**config.mk**
```make
export PLATFORM = sky130hd
export DESIGN_NAME = rob_marker_decoder
export DESIGN_NICKNAME = d
export VERILOG_FILES = /design/src/rtl/rob_marker_pkg.sv /design/src/rtl/rob_marker_fifo.sv /design/src/rtl/rob_marker_decoder.sv
export SDC_FILE = /design/constraint.sdc
export NUM_CORES = 1
export LEC_CHECK = 0
export ABC_AREA = 1
export CAP_MARGIN = 20
export CORE_UTILIZATION = 35
export CTS_CLUSTER_DIAMETER = 30
export DETAILED_ROUTE_END_ITERATION = 12
export PLACE_DENSITY = 0.58
export SLEW_MARGIN = 5
export SYNTH_ARGS = -nofsm -noshare
export SYNTH_HDL_FRONTEND = slang
export SYNTH_SLANG_ARGS = --single-unit
```
**constraint.sdc**
```tcl
create_clock -name clock -period 18.75 [get_ports clock]
set_clock_uncertainty 0.1 [all_clocks]
set_input_delay 2.8125 -clock clock [delete_from_list [all_inputs] [get_ports clock]]
set_output_delay 2.8125 -clock clock [all_outputs]
set_load 0.01 [all_outputs]
```
**src/rtl/rob_marker_pkg.sv**
```systemverilog
`default_nettype none
// ============================================================================
// Module  : rob_marker_pkg
// Brief   : Shared constants, types and helpers for the ROB marker decoder.
// Revision: 1.0 - initial release
// ============================================================================
package rob_marker_pkg;

    localparam logic [19:0] MARKER_LOW20 = 20'h02013;

    localparam logic [3:0] VCTM_START  = 4'd0;
    localparam logic [3:0] VCTM_END    = 4'd1;
    localparam logic [3:0] DELAY_START = 4'd2;
    localparam logic [3:0] DELAY_END   = 4'd3;
    localparam logic [3:0] TEXE_START  = 4'd4;
    localparam logic [3:0] TEXE_END    = 4'd5;
    localparam logic [3:0] LEAK_START  = 4'd6;
    localparam logic [3:0] LEAK_END    = 4'd7;
    localparam logic [3:0] INIT_START  = 4'd8;
    localparam logic [3:0] INIT_END    = 4'd9;
    localparam logic [3:0] BIM_START   = 4'd10;
    localparam logic [3:0] BIM_END     = 4'd11;
    localparam logic [3:0] TRAIN_START = 4'd12;
    localparam logic [3:0] TRAIN_END   = 4'd13;

    // Record fields are sized for the widest supported configuration
    localparam int c_EVT_LANE_W = 4;
    localparam int c_EVT_TIME_W = 64;

    typedef enum logic [2:0] {
        PH_VCTM  = 3'd0,
        PH_DELAY = 3'd1,
        PH_TEXE  = 3'd2,
        PH_LEAK  = 3'd3,
        PH_INIT  = 3'd4,
        PH_BIM   = 3'd5,
        PH_TRAIN = 3'd6
    } phase_e;

    typedef struct packed {
        logic [3:0]              code;
        logic [c_EVT_LANE_W-1:0] lane;
        logic [c_EVT_TIME_W-1:0] tstamp;
    } evt_rec_t;

    function automatic logic is_marker(input logic [31:0] inst);
        return (inst[19:0] == MARKER_LOW20) && (inst[31:24] == 8'h00) &&
               (inst[23:20] <= TRAIN_END);
    endfunction

    function automatic phase_e code_phase(input logic [3:0] code);
        return phase_e'(code[3:1]);
    endfunction

endpackage
`default_nettype wire

```
**src/rtl/rob_marker_fifo.sv**
```systemverilog
`default_nettype none
// ============================================================================
// Module  : rob_marker_fifo
// Brief   : Multi-push, single-pop event FIFO with a post-pop free count.
// Revision: 1.0 - initial release
// ============================================================================
module rob_marker_fifo
    import rob_marker_pkg::*;
#(
    parameter  int DEPTH    = 8,
    parameter  int PUSH_W   = 2,
    localparam int c_ADDR_W = $clog2(DEPTH),
    localparam int c_CNT_W  = $clog2(DEPTH + 1),
    localparam int c_NUM_W  = $clog2(PUSH_W + 1)
) (
    input  logic                     clock,
    input  logic                     reset,
    input  logic [c_NUM_W-1:0]       i_push_num,
    input  evt_rec_t [PUSH_W-1:0]    i_push_data,
    input  logic                     i_pop_ready,
    output logic                     o_head_valid,
    output evt_rec_t                 o_head,
    output logic [c_CNT_W-1:0]       o_free_cnt
);

    evt_rec_t              r_mem [DEPTH];
    logic [c_ADDR_W-1:0]   r_rd_ptr;
    logic [c_ADDR_W-1:0]   r_wr_ptr;
    logic [c_CNT_W-1:0]    r_count;
    logic                  w_pop;
    logic [c_ADDR_W-1:0]   w_wr_idx [PUSH_W];

    assign o_head_valid = (r_count != '0);
    assign o_head       = r_mem[r_rd_ptr];
    assign w_pop        = o_head_valid && i_pop_ready;
    // A same-cycle pop frees its slot for this cycle's pushes
    assign o_free_cnt   = c_CNT_W'(DEPTH) - r_count + c_CNT_W'(w_pop);

    for (genvar k = 0; k < PUSH_W; k++) begin : g_wr_idx
        assign w_wr_idx[k] = r_wr_ptr + c_ADDR_W'(k);
    end

    always_ff @(posedge clock or posedge reset) begin
        if (reset) begin
            for (int e = 0; e < DEPTH; e++) begin
                r_mem[e] <= '0;
            end
            r_rd_ptr <= '0;
            r_wr_ptr <= '0;
            r_count  <= '0;
        end else begin
            for (int k = 0; k < PUSH_W; k++) begin
                if (k < int'(i_push_num)) begin
                    r_mem[w_wr_idx[k]] <= i_push_data[k];
                end
            end
            r_wr_ptr <= r_wr_ptr + c_ADDR_W'(i_push_num);
            if (w_pop) begin
                r_rd_ptr <= r_rd_ptr + c_ADDR_W'(1);
            end
            r_count <= r_count + c_CNT_W'(i_push_num) - c_CNT_W'(w_pop);
        end
    end

endmodule
`default_nettype wire

```
**src/rtl/rob_marker_decoder.sv**
```systemverilog
`default_nettype none
// ============================================================================
// Module  : rob_marker_decoder
// Brief   : Detects slti x0,x0,imm markers on ROB commit lanes, timestamps and
//           queues them, and tracks the START/END test phase.
// Revision: 1.0 - initial release
// ============================================================================
module rob_marker_decoder
    import rob_marker_pkg::*;
#(
    parameter  int COMMIT_WIDTH = 2,
    parameter  int FIFO_DEPTH   = 8,
    parameter  int TS_WIDTH     = 40,
    parameter  int DROP_WIDTH   = 16,
    localparam int c_LANE_W     = (COMMIT_WIDTH > 1) ? $clog2(COMMIT_WIDTH) : 1
) (
    input  logic                      clock,
    input  logic                      reset,
    input  logic [COMMIT_WIDTH-1:0]   commit_valid,
    input  logic [32*COMMIT_WIDTH-1:0] commit_inst,
    output logic                      evt_valid,
    input  logic                      evt_ready,
    output logic [3:0]                evt_code,
    output logic [c_LANE_W-1:0]       evt_lane,
    output logic [TS_WIDTH-1:0]       evt_time,
    output logic [2:0]                cur_phase,
    output logic                      in_phase,
    output logic                      seq_err,
    output logic                      overflow,
    output logic [DROP_WIDTH-1:0]     drop_cnt
);

    localparam int c_CNT_W = $clog2(FIFO_DEPTH + 1);
    localparam int c_NUM_W = $clog2(COMMIT_WIDTH + 1);

    typedef enum logic [0:0] {
        ST_IDLE   = 1'b0,
        ST_ACTIVE = 1'b1
    } state_e;

    logic [TS_WIDTH-1:0]          r_cycle;
    state_e                       r_state;
    state_e                       w_state_nxt;
    phase_e                       r_phase;
    phase_e                       w_phase_nxt;
    logic                         r_seq_err;
    logic                         w_err_nxt;
    logic                         r_overflow;
    logic [DROP_WIDTH-1:0]        r_drop_cnt;
    logic [DROP_WIDTH:0]          w_drop_sum;

    logic [COMMIT_WIDTH-1:0]      w_hit;
    logic [3:0]                   w_code [COMMIT_WIDTH];
    evt_rec_t [COMMIT_WIDTH-1:0]  w_push_data;
    logic [c_NUM_W-1:0]           w_push_num;
    logic [c_NUM_W-1:0]           w_drop_num;
    int                           w_slot;
    int                           w_drops;
    logic [c_CNT_W-1:0]           w_free;
    logic                         w_head_valid;
    evt_rec_t                     w_head;

    for (genvar i = 0; i < COMMIT_WIDTH; i++) begin : g_lane
        logic [31:0] w_inst;
        assign w_inst    = commit_inst[32*i +: 32];
        assign w_hit[i]  = commit_valid[i] && is_marker(w_inst);
        assign w_code[i] = w_inst[23:20];
    end

    // Lanes claim free slots in ascending order; the remainder are dropped
    always_comb begin
        w_push_data = '0;
        w_slot      = 0;
        w_drops     = 0;
        for (int i = 0; i < COMMIT_WIDTH; i++) begin
            if (w_hit[i]) begin
                if (w_slot < int'(w_free)) begin
                    w_push_data[w_slot] = '{code:   w_code[i],
                                            lane:   c_EVT_LANE_W'(i),
                                            tstamp: c_EVT_TIME_W'(r_cycle)};
                    w_slot = w_slot + 1;
                end else begin
                    w_drops = w_drops + 1;
                end
            end
        end
        w_push_num = c_NUM_W'(w_slot);
        w_drop_num = c_NUM_W'(w_drops);
    end

    // Every detected marker steps the phase tracker, queued or not
    always_comb begin
        w_state_nxt = r_state;
        w_phase_nxt = r_phase;
        w_err_nxt   = r_seq_err;
        for (int i = 0; i < COMMIT_WIDTH; i++) begin
            if (w_hit[i]) begin
                if (!w_code[i][0]) begin
                    if (w_state_nxt == ST_ACTIVE) begin
                        w_err_nxt = 1'b1;
                    end
                    w_state_nxt = ST_ACTIVE;
                    w_phase_nxt = code_phase(w_code[i]);
                end else begin
                    if ((w_state_nxt != ST_ACTIVE) ||
                        (w_phase_nxt != code_phase(w_code[i]))) begin
                        w_err_nxt = 1'b1;
                    end
                    w_state_nxt = ST_IDLE;
                end
            end
        end
    end

    assign w_drop_sum = {1'b0, r_drop_cnt} + (DROP_WIDTH + 1)'(w_drop_num);

    always_ff @(posedge clock or posedge reset) begin
        if (reset) begin
            r_cycle    <= '0;
            r_state    <= ST_IDLE;
            r_phase    <= PH_VCTM;
            r_seq_err  <= 1'b0;
            r_overflow <= 1'b0;
            r_drop_cnt <= '0;
        end else begin
            r_cycle   <= r_cycle + TS_WIDTH'(1);
            r_state   <= w_state_nxt;
            r_phase   <= w_phase_nxt;
            r_seq_err <= w_err_nxt;
            if (w_drop_num != '0) begin
                r_overflow <= 1'b1;
                r_drop_cnt <= w_drop_sum[DROP_WIDTH] ? '1 : w_drop_sum[DROP_WIDTH-1:0];
            end
        end
    end

    rob_marker_fifo #(
        .DEPTH  (FIFO_DEPTH),
        .PUSH_W (COMMIT_WIDTH)
    ) u_fifo (
        .clock        (clock),
        .reset        (reset),
        .i_push_num   (w_push_num),
        .i_push_data  (w_push_data),
        .i_pop_ready  (evt_ready),
        .o_head_valid (w_head_valid),
        .o_head       (w_head),
        .o_free_cnt   (w_free)
    );

    assign evt_valid = w_head_valid;
    assign evt_code  = w_head.code;
    assign evt_lane  = w_head.lane[c_LANE_W-1:0];
    assign evt_time  = w_head.tstamp[TS_WIDTH-1:0];
    assign cur_phase = r_phase;
    assign in_phase  = (r_state == ST_ACTIVE);
    assign seq_err   = r_seq_err;
    assign overflow  = r_overflow;
    assign drop_cnt  = r_drop_cnt;

    if (TS_WIDTH < c_EVT_TIME_W) begin : g_time_pad
        logic w_unused_time;
        assign w_unused_time = ^w_head.tstamp[c_EVT_TIME_W-1:TS_WIDTH];
    end

    if (c_LANE_W < c_EVT_LANE_W) begin : g_lane_pad
        logic w_unused_lane;
        assign w_unused_lane = ^w_head.lane[c_EVT_LANE_W-1:c_LANE_W];
    end

endmodule
`default_nettype wire

```
## After elaboration in Yosys (flattened, before gate mapping)

Cells that the tools add are included.

| cells by class | value |
|---|---|
| add/sub/neg operators | 11 |
| $lt $le $gt $ge | 13 |
| equality and inequality tests | 4 |
| multiplexer cells | 43 |
| bitwise logic cells | 5 |
| reduce and logical (&&, ||, !) cells | 16 |

Operators with widths:

| kind | count |
|---|---|
| 576-bit bitwise mux | 2 |
| 576-bit 2-to-1 mux | 2 |
| 72-bit 2-to-1 mux | 7 |
| 72-bit demux with 3-bit select | 2 |
| 144-bit 2-to-1 mux | 2 |
| 72-bit binary-select mux with 3-bit select | 1 |
| 144-bit bitwise mux | 1 |
| 72-bit demux with 1-bit select | 1 |
| 40-bit by 1-bit adder with 40-bit output (second input constant) | 1 |
| 20-bit by 14-bit equality test with 1-bit output (second input constant) | 2 |
| 32-bit by 1-bit greater-or-equal comparator with 1-bit output (second input constant) | 1 |
| 32-bit by 3-bit less-than comparator with 1-bit output (second input constant) | 1 |
| 32-bit by 5-bit less-than comparator with 1-bit output | 1 |
| 16-bit by 2-bit adder with 17-bit output | 1 |
| 8-bit logical NOT | 2 |
| 1-bit 2-to-1 mux | 16 |
| 16-bit 2-to-1 mux | 1 |
| 4-bit greater-or-equal comparator (second input constant) | 3 |
| 3-bit 2-to-1 mux | 4 |
| 3-bit NOT with 4-bit output | 3 |
| 1-bit logical AND | 10 |
| 4-bit <= comparator (second input constant) | 2 |
| 4-bit by 1-bit less-than comparator with 1-bit output (second input constant) | 2 |
| 2-bit 2-to-1 mux | 4 |
| other kinds (14) | 20 |

| storage, ports and cells | value |
|---|---|
| bits in registers | 648 |
| input port bits | 69 |
| output and inout port bits | 68 |
| word-level logic and storage cells | 125 |

## Depth between registers and ports, before layout

Gate-level depths: netlist of the first run.

| depth | value |
|---|---|
| depth in word-level cells | 17 |
| gate-level depth with buffers | 27 |
| gate-level depth less buffers | 27 |

## By module

Synthesis of the first run repeated with hierarchy kept, for this count alone.

| unflattened totals | value |
|---|---|
| cells, all modules | 6598 |
| area, all modules | 41994.0 um^2 |

By module, submodules not included:

| module | times used | cells each | area each (um^2) |
|---|---|---|---|
| rob_marker_fifo | 1 | 5856 | 37075.6 |
| rob_marker_decoder | 1 | 742 | 4918.5 |

## Worst setup path before layout of the first run

No wires, ideal clock.

| path | value |
|---|---|
| path type | input to register |
| start point | in evt_ready |
| end point | reg u_fifo.r_count[2] |
| arrival | 5.973 ns |
| data required time | 18.527 ns |
| path slack | 12.554 ns |
| stages | 21 |
| cells stage by stage | nand2_1 -> ha_1 -> inv_1 -> ha_1 -> a21o_1 -> nor2_1 -> nand3_1 -> buf_2 -> nand2_1 -> buf_2 -> buf_2 -> ha_1 -> inv_1 -> o21a_1 -> inv_1 -> ha_1 -> inv_1 -> ha_1 -> inv_1 -> fa_1 -> xnor2_1 |

| on the way | value |
|---|---|
| longest elaborated chain between the ends | 10 |

RTL lines:

| item | RTL line | RTL |
|---|---|---|
| from (decl) | rob_marker_decoder.sv:22 | `input logic evt_ready,` |
| 1-bit logical AND (*) | rob_marker_fifo.sv:35 | `assign w_pop = o_head_valid && i_pop_ready;` |
| 4-bit by 1-bit adder with 4-bit output | rob_marker_fifo.sv:37 | `assign o_free_cnt = c_CNT_W'(DEPTH) - r_count + c_CNT_W'(w_pop);` |
| 1-bit by 4-bit less-than comparator with 1-bit output | rob_marker_decoder.sv:77 | `if (w_slot < int'(w_free)) begin` |
| 1-bit 2-to-1 mux | rob_marker_decoder.sv:77 |  |
| 1-bit 2-to-1 mux | rob_marker_decoder.sv:76 | `if (w_hit[i]) begin` |
| 32-bit by 5-bit less-than comparator with 1-bit output or 1-bit by 1-bit adder with 2-bit output (tied branches) | rob_marker_decoder.sv:77, rob_marker_decoder.sv:81 |  |
| 2-bit 2-to-1 mux | rob_marker_decoder.sv:77 |  |
| 2-bit 2-to-1 mux | rob_marker_decoder.sv:76 |  |
| 4-bit by 2-bit adder with 4-bit output | rob_marker_fifo.sv:61 | `r_count <= r_count + c_CNT_W'(i_push_num) - c_CNT_W'(w_pop);` |
| 4-bit by 1-bit subtractor with 4-bit output (*) | rob_marker_fifo.sv:61 |  |
| to (signal assigned) | rob_marker_fifo.sv:61 |  |
| to (decl) | rob_marker_fifo.sv:29 | `logic [c_CNT_W-1:0] r_count;` |

Mark *: on every way between the ends. The rest lies on a longest branch, timed or not.
A chain may end at the register's enable or synchronous reset.

## Worst setup path in the final report of the first run

| path | value |
|---|---|
| start point | in evt_ready |
| end point | reg u_fifo.r_mem[181] (netlist bit) |

| on the way | value |
|---|---|
| longest elaborated chain between the ends | 16 |

RTL lines:

| item | RTL line | RTL |
|---|---|---|
| 1-bit logical AND (*) | rob_marker_fifo.sv:35 |  |
| 4-bit by 1-bit adder with 4-bit output (*) | rob_marker_fifo.sv:37 |  |
| 1-bit by 4-bit less-than comparator with 1-bit output | rob_marker_decoder.sv:77 |  |
| 1-bit 2-to-1 mux | rob_marker_decoder.sv:77 |  |
| 1-bit 2-to-1 mux | rob_marker_decoder.sv:76 |  |
| 32-bit by 1-bit greater-or-equal comparator with 1-bit output (implied by the code) or 32-bit by 3-bit less-than comparator with 1-bit output (tied branches) | rob_marker_decoder.sv:78 | `w_push_data[w_slot] = '{code: w_code[i],` |
| 1-bit logical AND (implied by the code) | rob_marker_decoder.sv:78 |  |
| 72-bit 2-to-1 mux (implied by the code) | rob_marker_decoder.sv:78 |  |
| 72-bit demux with 1-bit select | rob_marker_decoder.sv:78 |  |
| 144-bit bitwise mux | rob_marker_decoder.sv:78 |  |
| 144-bit 2-to-1 mux | rob_marker_decoder.sv:77 |  |
| 144-bit 2-to-1 mux | rob_marker_decoder.sv:76 |  |
| 576-bit bitwise mux | rob_marker_fifo.sv:54 | `r_mem[w_wr_idx[k]] <= i_push_data[k];` |
| 576-bit 2-to-1 mux | rob_marker_fifo.sv:53 | `if (k < int'(i_push_num)) begin` |
| 576-bit bitwise mux | rob_marker_fifo.sv:54 |  |
| 576-bit 2-to-1 mux (*) | rob_marker_fifo.sv:53 |  |
| to (signal, indexed assignment) | rob_marker_fifo.sv:54 |  |
| to (decl) | rob_marker_fifo.sv:26 | `evt_rec_t r_mem [DEPTH];` |

Marked as above.

==> results of run 1 <==
[path summary, 6_finish.rpt]
path / depth (start not counted) / to / slack [ps]
max: 18 / u_fifo.r_mem[181] / 11080
min: 1 / overflow / 390
max reg2reg: 20 / u_fifo.r_mem[181] / 12930
min reg2reg: 1 / overflow / 390
max in group asynchronous: 4 / u_fifo.r_mem[391] / 13710
min in group asynchronous: 2 / u_fifo.r_mem[366] / 2610
[final cells by class]
type,instances,area [um^2]
Clock buffer,171,3590
Multi-Input combinational cell,3313,14290
Tap cell,1030,1289
Timing Repair Buffer,175,1687
Inverter,222,847.1
Sequential cell,432,10820
Fill cell,7970,42910
Clock inverter,49,645.6
[metal layers]
layer  vias to the layer above  part of all wire [%]
li1                      13290                     -
met5                         -                     0
met3                       203                   6.9
met1                     13080                    44
met4                         0                   2.7
met2                       965                    46
[power groups by stage]
stage                     combinational, W  clock (W)  sequential, W
after floorplan                   0.000576          0       0.000963
after global placement             0.00103          0       0.000978
after detailed placement           0.00102          0       0.000978
after CTS                          0.00103    0.00214       0.000965
after global routing               0.00112    0.00219       0.000966
final                              0.00102    0.00212       0.000966
[critical path, cell delays in order]
cell,delay [ps]
clkdlybuf4s50_1,450
nand2_1,90
ha_1,210
inv_1,80
ha_1,230
a21o_1,150
nor2_1,120
nand3_1,450
nand2_2,540
ha_1,320
inv_1,100
nand2_1,70
nand3_2,360
nand3_4,800
inv_2,970
nand2_1,130
nand3_1,130
nand2_1,70
[flip-flops by register name (all words and copies together), names as in the netlist]
signal / cells
u_fifo.r_mem: 360
r_cycle: 40
drop_cnt: 16
u_fifo.r_count: 4
cur_phase: 3
u_fifo.r_rd_ptr: 3
u_fifo.r_wr_ptr: 3
in_phase: 1
overflow: 1
seq_err: 1
[synth_stat cells, drive strengths merged]
| master | instances |
|---|---|
| nor2 | 1552 |
| nand2 | 1030 |
| dfrtp | 432 |
| inv | 220 |
| o21ai | 216 |
| clkbuf | 151 |
| nand3 | 136 |
| nor3 | 93 |
| buf | 91 |
| nand4 | 56 |
| o22ai | 46 |
| xor2 | 46 |
| a31oi | 45 |
| a21oi | 42 |
| ha | 17 |
| xnor2 | 9 |
| nand3b | 5 |
| or2 | 5 |
| fa | 3 |
| nor4 | 3 |
| clkinv | 2 |
| o211ai | 2 |
| a211oi | 1 |
| a21o | 1 |
| a2bb2oi | 1 |
| and2 | 1 |
| nor3b | 1 |
| o21a | 1 |
| o21bai | 1 |
[cell usage in the layout, fill, tap and decap left out, drive strengths merged, types with 39 or more instances in the layout]
| cell | netlist | final |
|---|---|---|
| nand2 | 1030 | 1030 |
| a21oi | 42 | 42 |
| nand3 | 136 | 136 |
| nand4 | 56 | 56 |
| o21ai | 216 | 216 |
| buf | 91 | 39 |
| nor3 | 93 | 93 |
| clkdlybuf4s50 | 0 | 136 |
| nor2 | 1552 | 1552 |
| inv | 220 | 220 |
| o22ai | 46 | 46 |
| a31oi | 45 | 45 |
| xor2 | 46 | 46 |
| dfrtp | 432 | 432 |
| clkbuf | 151 | 171 |
[kinds of logic (layout without fill, tap and decap cells)]
group	Yosys count	in the layout
simple gates	2882	2882
buf+inv	464	617
flops	432	432
compound gates	356	356
xor+xnor	55	55
fa+ha+maj	20	20
[metrics by stage]
| stage | hold slack, ps | setup slack (ps) | instance area [um^2] | utilization, % | std cells |
|---|---|---|---|---|---|
| 4_1_cts | 393.1 | 10730 | 33140 | 43.56 | 5391 |
| 3_5_place_dp | 356.9 | 10020 | 28900 | 37.99 | 5171 |
| 3_3_place_gp | 360.0 | 10180 | 28900 | 37.99 | 5171 |
| 6_report | 385.2 | 11080 | 33170 | 43.60 | 5392 |
| 5_1_grt | 414.1 | 10760 | 33170 | 43.60 | 5392 |
| 2_1_floorplan | 362.1 | 3806 | 26950 | - | 4209 |
==> key figures, run 1 <==
Run status
  – Status: completed

Worst hold path
  – Hold/Removal Path Class: reg -> reg
  – Hold Startpoint: overflow

Yosys
  – Synthesis-stage register bit count: 432
  – Simple-gate share of the synthesized area: 42.73%
  – Adder-cell share of the synthesized area: 1.012%
  – Synth Instances: 4209
  – Mux share of post-synthesis cell area: 0%
  – Post-synthesis compound-gate area fraction: 7.104%
  – Synth warn: 0
  – Largest family of logic cells by synthesized area: simple AND/OR/NAND/NOR gates
  – Sequential area share after synthesis: 40.12%
  – Area contributors post-synth: dfrtp_1, nor2_1, nand2_1
  – Post-Syn Area: 26950 um^2
  – Netlist cell types: 42
  – Avg Synthesized Cell Area: 6.402 um^2
  – Yosys top cell area share: 40.12%
  – Post-Synth XOR/XNOR Area: 1.788%
  – Leading area contributor after synthesis: dfrtp_1
  – Post-synth net total: 4298

Routing
  – WL/cell: 18.33 um
  – Post-Route WL: 98810 um
  – Via/cell ratio: 5.107
  – Detail Route Antenna Nets: 0
  – Vias: 27.54k
  – DR iter-0 viols: 2511
  – DR pass1 iterations: 6
  – DRC: 0

Final layout
  – # diodes: 0
  – Layout cells sized above 1: 7.451%
  – Area Overhead vs Synth: 23.09%
  – # nets final: 4354

GRT
  – Vias in the first global route: 26.57k
  – Largest net degree at the start of global routing: 150
  – GR Util met3: 3.761%
  – First-pass GRT wire length: 154600 um
  – Most crowded layer after global routing: met2
  – Initial antenna violation count: 0
  – Remaining Overflow, GRT: 0
  – Gr usage total: 25.31%
  – Met2 usage: 41.36%
  – Met1 Track Usage GR: 34.39%

Clocking
  – CTS Buffer Depth: 3
  – CTS sink count: 432
  – CTS tree: done
  – CTS root buffer: clkbuf_16
  – Register clock-pin slew on the reported worst setup and hold paths: 40 ps
  – Total CTS buffers: 121
  – Later-pin clock latency in the skew report: 660 ps
  – CTS resizes: 0
  – H-tree depth: 3
  – # hold bufs at CTS: 0
  – Post-CTS setup buffer count: 0

Power
  – Peak VDD IR: 0.07784 mV
  – Total internal power: 0.002830 W
  – Clock power frac: 51.6%
  – Flop pwr share: 23.5%
  – Sw frac: 31.12%
  – Comb power frac: 24.9%
  – Psw: 0.001278 W
  – Power per cell area: 123.9 nW/um^2
  – Leak: 17.19 nW
  – Final Power: 0.004109 W

Floorplan
  – Die Wd: 279.5 um
  – Full die area: 78100 um^2
  – # rows: 101
  – Top Ports: 137
  – Die Y: 279.5 um
  – Initial Util: 35.42%
  – Core area: 76080 um^2

Placed design
  – Detailed Place HPWL: 56080 um
  – Port Buffer Count: 136
  – Routability cong.: 0.8589

Critical path
  – RR Startpoint: u_fifo.r_count[2]
  – Max FO, Critical Path: 62
  – Crit path launch type: primary input
  – Worst Path Required: 19190 ps
  – Crit. End Element: register
  – Crit path launch: evt_ready
  – Crit path kind: in -> reg
  – Worst EP arrival: 8110 ps

STA
  – Setup violators final: 0
  – Max-slew violation count: 0
  – Period utilisation layout: 40.92%
  – Tmin final: 7672 ps
  – Fmax: 0.1303 GHz
  – Final hold vios: 0
  – Measured slew at the worst slew-check pin: 1174 ps
  – Post-route setup TNS: 0 ps
  – Worst slew margin: 21.55%
  – Unrepaired setup endpoints after global routing: false

Run
  – Max-Cap Viols: 0
(Power assumes the default switching activity.)
==> run 2: changes to the inputs <==
clock period = 7.3 ns   (was 18.75 ns; I/O delays follow)
==> run 2 against run 1 <==
Combinational power increased to 2.5 times the previous value. Final cell count rose by 0.17%. Clock-buffer cell count rose by 3. Worst hold slack got worse by 6.8 ps. Critical endpoint is now u_fifo.r_mem[163]. Largest cell class unchanged. Largest power group unchanged. First-iteration DRC count grew 5.0%.
==> key figures, run 2 (synthesis gave the netlist of run 1 again) <==
GRT
  – First-pass GRT wire length: 158600 um (was 154600 um)
  – Initial antenna violation count: 1 (was 0)
  – Remaining Overflow, GRT: 0 (unchanged)
  – Met1 Track Usage GR: 33.82% (was 34.39%)
  – Gr usage total: 26.18% (was 25.31%)
  – GR Util met3: 5.138% (was 3.761%)
  – Vias in the first global route: 26.83k (was 26.57k)
  – Most crowded layer after global routing: met2 (unchanged)
  – Largest net degree at the start of global routing: 128 (was 150)
  – Met2 usage: 43.51% (was 41.36%)

Critical path
  – Worst Path Required: 7730 ps (was 19190 ps)
  – Crit path kind: in -> reg (unchanged)
  – Crit path launch: evt_ready (unchanged)
  – Crit. End Element: register (unchanged)
  – RR Startpoint: u_fifo.r_count[2] (unchanged)
  – Flop2flop setup slack: 1830 ps (was 12930 ps)
  – Worst EP arrival: 6020 ps (was 8110 ps)
  – Max FO, Critical Path: 29 (was 62)
  – Crit path launch type: primary input (unchanged)

STA
  – Worst slew margin: 28.23% (was 21.55%)
  – Period utilisation layout: 76.68%
  – Max-slew violation count: 0 (unchanged)
  – Measured slew at the worst slew-check pin: 1073 ps (was 1174 ps)
  – Final hold vios: 0 (unchanged)
  – Post-route setup TNS: 0 ps (unchanged)
  – Unrepaired setup endpoints after global routing: false (unchanged)
  – Fmax: 0.1786 GHz
  – Tmin final: 5598 ps
  – Setup violators final: 0 (unchanged)

Floorplan
  – Die Y: 279.5 um (unchanged)
  – Core area: 76080 um^2 (unchanged)
  – Top Ports: 137 (unchanged)
  – Die Wd: 279.5 um (unchanged)
  – Full die area: 78100 um^2 (unchanged)
  – # rows: 101 (unchanged)
  – Initial Util: 35.42% (unchanged)

Clocking
  – # hold bufs at CTS: 0 (unchanged)
  – CTS Buffer Depth: 3 (unchanged)
  – Register clock-pin slew on the reported worst setup and hold paths: 40 ps (about the same)
  – Later-pin clock latency in the skew report: 660 ps (about the same)
  – H-tree depth: 3 (unchanged)
  – CTS resizes: 0 (unchanged)
  – CTS sink count: 432 (unchanged)
  – CTS root buffer: clkbuf_16 (unchanged)
  – Total CTS buffers: 119 (was 121)
  – CTS tree: done (unchanged)
  – Post-CTS setup buffer count: 0 (unchanged)

Final layout
  – Most frequent cells in the layout: nor2_1, nand2_1, dfrtp_1, o21ai_0, inv_1 (unchanged)
  – Layout cells sized above 1: 7.412% (was 7.451%)
  – Area of the multi-input gates: 14290 um^2 (unchanged)
  – # fillers: 7944 (was 7970)
  – Largest reg by FF count: u_fifo.r_mem (unchanged)
  – Largest register FFs: 360 (unchanged)
  – Register Area: 10820 um^2 (unchanged)
  – Area Overhead vs Synth: 23.18% (was 23.09%)
  – # diodes: 0 (unchanged)
  – Post-route cell area: 33190 um^2 (was 33170 um^2)
  – # nets final: 4362 (was 4354)
  – Commonest non-fill, non-tap cell in the layout: nor2_1 (unchanged)

Routing
  – Detail Route Antenna Nets: 0 (unchanged)
  – Vias: 27.93k (was 27.54k)
  – DR pass1 iterations: 6 (unchanged)
  – DRC: 0 (unchanged)
  – Via/cell ratio: 5.172 (was 5.107)
  – Post-Route WL: 102400 um (was 98810 um)
  – WL/cell: 18.97 um (was 18.33 um)
  – DR iter-0 viols: 2637 (was 2511)

Worst hold path
  – Hold Startpoint: overflow (unchanged)
  – Hold/Removal Path Class: reg -> reg (unchanged)

Placed design
  – Detailed Place HPWL: 59360 um (was 56080 um)
  – Placed Instance Area: 29150 um^2 (was 28900 um^2)
  – Port Buffer Count: 136 (unchanged)
  – Routability cong.: 0.8610 (was 0.8589)

Power
  – Power per cell area: 309.6 nW/um^2 (was 123.9 nW/um^2)
  – Peak VDD IR: 0.2100 mV (was 0.07784 mV)
  – Leak: 17.20 nW (was 17.19 nW)

Run status
  – Status: completed (unchanged)

Run
  – Max-Cap Viols: 0 (unchanged)
==> run 2: cell count changes in the layout (fill, tap and decap cells not counted), moves of 2 or more <==
cell	delta
buf_12	+14
clkbuf_8	-3
buf_4	-3
clkbuf_1	+9
clkbuf_16	-3
bufinv_16	-6
clkinv_16	+2
==> run 2: final timing paths <==
| check | end | cells past startpoint |
|---|---|---|
| min | overflow | 1 |
| max reg2reg | u_fifo.r_mem[163] | 21 |
| min reg2reg | overflow | 1 |
| max | u_fifo.r_mem[163] | 19 |
| max in group asynchronous | u_fifo.r_mem[464] | 3 |
| min in group asynchronous | u_fifo.r_mem[438] | 2 |
==> run 2: metal layers <==
metal | part of all wire (%) | vias up
li1 | - | 13310
met1 | 42 | 13250
met2 | 47 | 1158
met3 | 7.9 | 220
met4 | 3.2 | 2
met5 | 0.013 | -
==> run 2: area by class of cell <==
cell class              instances  area share (%)
flip-flops and latches        432           32.60
multi-input cells            3313           43.05
clock inverters                45           1.587
well taps                    1030           3.883
clock buffers                 174           10.57
repair buffers                185           5.775
inverters                     222           2.541
==> run 2: metrics by stage <==
| step | cells | util [%] | power, W | setup slack [ps] | hold slack (ps) |
|---|---|---|---|---|---|
| after floorplan | 4209 | - | 0.003954 | 271.6 | 362.1 |
| after global placement | 5181 | 38.32 | 0.005148 | 1269 | 359.6 |
| after detailed placement | 5181 | 38.32 | 0.005145 | 1115 | 361.4 |
| after CTS | 5400 | 43.62 | 0.01034 | 1780 | 379.9 |
| after global routing | 5401 | 43.63 | 0.01071 | 1389 | 393.7 |
| final | 5401 | 43.63 | 0.01028 | 1702 | 378.4 |
==> run 2: power breakdown <==
group          internal (W)  switching [W]
clock network       0.00359        0.00158
registers           0.00243       0.000116
logic              0.000975        0.00159
==> run 2: critical path: stages <==
cell and delay, ps:
clkdlybuf4s50_1 450, nand2_1 90, ha_1 210, inv_1 90, ha_1 230, a21o_1 150, nor2_1 110, nand3_1 440
nand2_1 330, nand2_2 150, ha_1 330, inv_1 80, nand2_1 70, nand3_2 480, nand3_4 570, inv_2 820
nand2_1 120, nand3_1 110, nand2_1 70
